### config.mk
export PLATFORM = sky130hd
export DESIGN_NAME = pc_sequencer
export DESIGN_NICKNAME = d
export VERILOG_FILES = /design/src/rtl/pc_sequencer.sv
export SDC_FILE = /design/constraint.sdc
export NUM_CORES = 1
export LEC_CHECK = 0
export CORE_MARGIN = 8
export CORE_UTILIZATION = 38
export CTS_CLUSTER_DIAMETER = 120
export DETAILED_ROUTE_END_ITERATION = 8
export PLACE_DENSITY = 0.8
export SKIP_LAST_GASP = 1
export SYNTH_ARGS = -nofsm -noshare
export SYNTH_HDL_FRONTEND = slang
export SYNTH_SLANG_ARGS = --single-unit
### constraint.sdc
create_clock -name clk_main -period 1.8 [get_ports clk_main]
set_input_delay 0.27 -clock clk_main [delete_from_list [all_inputs] [get_ports clk_main]]
set_output_delay 0.27 -clock clk_main [all_outputs]
set_load 0.02 [all_outputs]
### src/rtl/pc_sequencer.sv
// pc_sequencer: multi-cycle fetch/decode/execute controller.
// Drives the PC select code, the branch offset and the datapath write strobes.
// The PC moves exactly once per retired instruction and holds (PS=00) otherwise.
module pc_sequencer #(
  parameter int IW       = 16,
  parameter int WAIT_MAX = 8
) (
  input  logic          clk_main,
  input  logic          reset,
  input  logic          run,
  input  logic          imem_ack,
  input  logic [IW-1:0] imem_data,
  input  logic          zero_flag,
  input  logic          neg_flag,
  output logic          imem_req,
  output logic [IW-1:0] IR,
  output logic [1:0]    PS,
  output logic [3:0]    offset,
  output logic          rf_we,
  output logic          mem_we,
  output logic          halted,
  output logic          fault,
  output logic [2:0]    state
);

  localparam int CW = (WAIT_MAX > 2) ? $clog2(WAIT_MAX) : 1;
  localparam logic [CW-1:0] WAIT_LAST = CW'(WAIT_MAX - 1);

  typedef enum logic [2:0] {
    S_IDLE   = 3'b000,
    S_FETCH  = 3'b001,
    S_DECODE = 3'b010,
    S_EXEC   = 3'b011,
    S_WB     = 3'b100,
    S_HALT   = 3'b101
  } state_t;

  state_t        r_state;
  logic [IW-1:0] r_ir;
  logic [CW-1:0] r_wait_cnt;
  logic          r_run_q;
  logic          r_fault;
  logic          w_run_rise;
  logic [3:0]    w_opcode;

  assign w_run_rise = run & ~r_run_q;
  assign w_opcode   = r_ir[IW-1 -: 4];

  // Delayed copy of run so only a 0->1 edge starts or resumes the sequencer.
  always_ff @(posedge clk_main or posedge reset) begin
    if (reset) r_run_q <= 1'b0;
    else       r_run_q <= run;
  end

  // Sequencer state, instruction register, fetch wait counter and fault flag.
  // NOTE: state registers use non-blocking assignments so every flop samples pre-edge values.
  always_ff @(posedge clk_main or posedge reset) begin
    if (reset) begin
      r_state    <= S_IDLE;
      r_ir       <= '0;
      r_wait_cnt <= '0;
      r_fault    <= 1'b0;
    end else begin
      case (r_state)
        S_IDLE: begin
          if (w_run_rise) r_state <= S_FETCH;
        end
        S_FETCH: begin
          // An ack in the timeout cycle still completes the fetch.
          if (imem_ack) begin
            r_ir       <= imem_data;
            r_wait_cnt <= '0;
            r_state    <= S_DECODE;
          end else if (r_wait_cnt == WAIT_LAST) begin
            r_fault    <= 1'b1;
            r_wait_cnt <= '0;
            r_state    <= S_HALT;
          end else begin
            r_wait_cnt <= r_wait_cnt + 1'b1;
          end
        end
        S_DECODE: r_state <= S_EXEC;
        S_EXEC: begin
          case (w_opcode)
            4'h1, 4'h2, 4'h3, 4'h4, 4'h5, 4'h6, 4'h7: r_state <= S_WB;
            4'hF:                                     r_state <= S_HALT;
            default:                                  r_state <= S_FETCH;
          endcase
        end
        S_WB: r_state <= S_FETCH;
        S_HALT: begin
          if (w_run_rise) begin
            r_fault <= 1'b0;
            r_state <= S_FETCH;
          end
        end
        default: r_state <= S_IDLE;
      endcase
    end
  end

  // PC select and write strobes; combinational so reset drops them immediately.
  // NOTE: every output gets a default first so no latch is inferred for unlisted cases.
  always_comb begin
    PS     = 2'b00;
    rf_we  = 1'b0;
    mem_we = 1'b0;
    case (r_state)
      S_EXEC: begin
        case (w_opcode)
          4'h1, 4'h2, 4'h3, 4'h4, 4'h5, 4'h6, 4'h7: PS = 2'b00;
          4'h8: begin
            mem_we = 1'b1;
            PS     = 2'b01;
          end
          4'h9:    PS = zero_flag ? 2'b10 : 2'b01;
          4'hA:    PS = neg_flag  ? 2'b10 : 2'b01;
          4'hB:    PS = 2'b11;
          default: PS = 2'b01;  // NOP, HALT and unused opcodes step the PC
        endcase
      end
      S_WB: begin
        rf_we = 1'b1;
        PS    = 2'b01;
      end
      default: PS = 2'b00;
    endcase
  end

  assign imem_req = (r_state == S_FETCH);
  assign halted   = (r_state == S_HALT);
  assign IR       = r_ir;
  assign offset   = r_ir[3:0];
  assign fault    = r_fault;
  assign state    = r_state;

endmodule
==> metrics.csv <==
metric,value,unit
finalSetupViolCount,2,
hold_buffers,0,
antenna_found_initial,0,
synth_seq_cells,24,
p_per_area,1810,nW/µm²
dieArea,5330,µm²
yosys_warnings,0,
place_area,1880,µm²
grt.total_usage,12.5,%
seq_area_frac_synth,48.6,%
whs,0.284,ns
status,finished with violations,
nNetsFinal,196,
drtPass1Iterations,3,
clock_skew,0.0153,ns
synthToLayoutAreaGrowth,58.8,%
rows,20,
syn_nets,126,
fin_crit_sh,101,%
rsz0062_at_grt,yes,
async_flop_share,100,%
clk_latency,0.31,ns
p_leak,0.923,nW
clockPowerShare,6.7,%
drive_gt1_share,35.1,%
start_util,40.2,%
grt_max_degree,25,
routed_via_density,4.84,
dp_hpwl,2510,µm
ir_drop,1.17,mV
clockRootBuffer,clkbuf_4,
critPathKind,flip-flop to primary output,
crit_arrival,1.54,ns
place_congestion,0.729,
p_total,0.00356,W
synth_cells,102,
comb_power_share,65.1,%
ys.flop_type,dfrtp_1,
netlist_top_cells_area,"dfrtp_1, mux2_4, mux2_2, a21oi_1, buf_4",
h-tree-depth,1,
sw_frac_of_total,39.4,%
dp_slack,-0.492,ns
hold_viol,0,
violations,negative setup slack,
die_w,73.0,µm
critPathMaxFanout,5,
numClockSinks,24,
final_antenna_net_count,0,
synth_top_cell_area_share,48.6,%
clk_pin_slew,0.13,ns
cp-start-kind,flip-flop,
coreArea,3080,µm²
slew_headroom,76.3,%
pwr-share-seq,28.2,%
drv_slew,0,
cts_max_path_buffers,2,
postSynthAreaPerCell,12.1,µm²
grt-ovfl-total,0,
min_period,1.81,ns
routed_wl,3310,µm
yosys.area.top_type,dfrtp_1,
tightest_slew,0.347,ns
fmax,553,MHz
crit_required,1.53,ns
pin_count,52,
synth_cell_types,35,
switching_power,0.00140,W
cts_tree,built,
grt_pass1_wl,5270,µm
post_drt_wl_per_cell,15.4,µm
synth_edf_count,0,
postLayoutCoreUtil,63.8,%
die_h,73.0,µm
drc_errors,0,
cp-end-kind,primary output,
drt_iter0_drc,48,
grt_pass1_vias,1159,
maxCapViolCount,0,
numCtsBuffers,3,
design_area,1960,µm²
syn-cell-area,1240,µm²
hold_path.class,input port to async pin,
p_int,0.00216,W
fin_ws,-0.00931,ns
n_antenna_cell,0,
vias,1040,
io_buffers,51,
[metal layers]
metal	part of all wire [%]	vias up	GRT usage [%]	wire [µm]
met1	39	502	12.9	1300
met2	49	39	20.5	1620
met5	0	-	0	0
li1	-	493	-	-
met4	1.4	0	3.56	46
met3	11	6	7.69	351
[path summary, 6_finish.rpt]
check | startpoint | endpoint | slack [ns] | cells past startpoint
max in group asynchronous | reset | state[1] | 1.27 | 3
max reg2reg | state[0] | IR[4] | 0.06 | 4
min | reset | IR[7] | 0.28 | 3
max | state[2] | PS[1] | -0.009 | 3
min reg2reg | r_wait_cnt[2] | r_wait_cnt[2] | 0.51 | 2
min in group clk_main | run | r_run_q | 0.44 | 1
[state kept, by name, indices dropped and copies added, names as in the netlist]
name and cells:
IR 16, fault 1, r_run_q 1, r_wait_cnt 3
state 3
[synthesized netlist by cell type, types with 4 or more instances]
master,n
nor3_1,4
a21oi_1,7
mux2_4,10
dfrtp_1,24
nor2b_1,4
buf_4,4
nand2_1,6
nor2_1,4
mux2_2,6
[placed cells by master (no fill, tap or decap), drive strengths merged, types with 2 or more instances in the layout]
cell	instances
nand2	6
o21bai	2
nor2	4
nor3	4
dfrtp	24
nor3b	2
and2	3
nand3b	2
buf	29
a21oi	7
or3b	2
nand2b	2
nor2b	4
mux2	16
clkdlybuf4s50	40
clkbuf	4
ha	2
dlymetal6s2s	4
[area by class of cell]
type	count	area, µm²
timing repair buffer	74	677
fill	239	1110
sequential	24	603
tap	44	55.1
multi-input combinational	67	589
inverter	2	12.5
clock buffer	4	26.3
[worst max-delay path: stages, from the launching register on]
cell      delay (ns)
dfrtp_1         0.45
nand4b_1        0.26
nor4_2          0.32
buf_4           0.20
[kinds of logic after synthesis]
group | synth area share, %
buf+inv | 7.49
compound gates | 8.70
fa+ha+maj | 2.02
mux | 17.6
simple gates | 15.6
flops | 48.6
[through the flow]
| stage | setup TNS, ns | cells |
|---|---|---|
| 2_1_floorplan | -0.757 | 102 |
| 3_3_place_gp | -0.566 | 207 |
| 3_5_place_dp | -0.675 | 207 |
| 4_1_cts | -0.0622 | 213 |
| 5_1_grt | -0.209 | 215 |
| 6_report | -0.0121 | 215 |
[power by group through the flow]
stage / clock, W / combinational (W) / sequential [W]
after floorplan: 0 / 0.000997 / 0.00127
after global placement: 0 / 0.00219 / 0.000985
after detailed placement: 0 / 0.00224 / 0.00100
after CTS: 0.000247 / 0.00229 / 0.00100
after global routing: 0.000275 / 0.00247 / 0.00104
final: 0.000237 / 0.00232 / 0.00101
[what timing repair did]
action / CTS / global route
endpoints found under the hold margin: 0 / 0
endpoints found under the setup margin: 14 / 10
setup buffers: 2 / 2
pin swaps: 0 / 2
cloned: 0 / 0
resized for setup: 29 / 14
(Power assumes the default switching activity.)
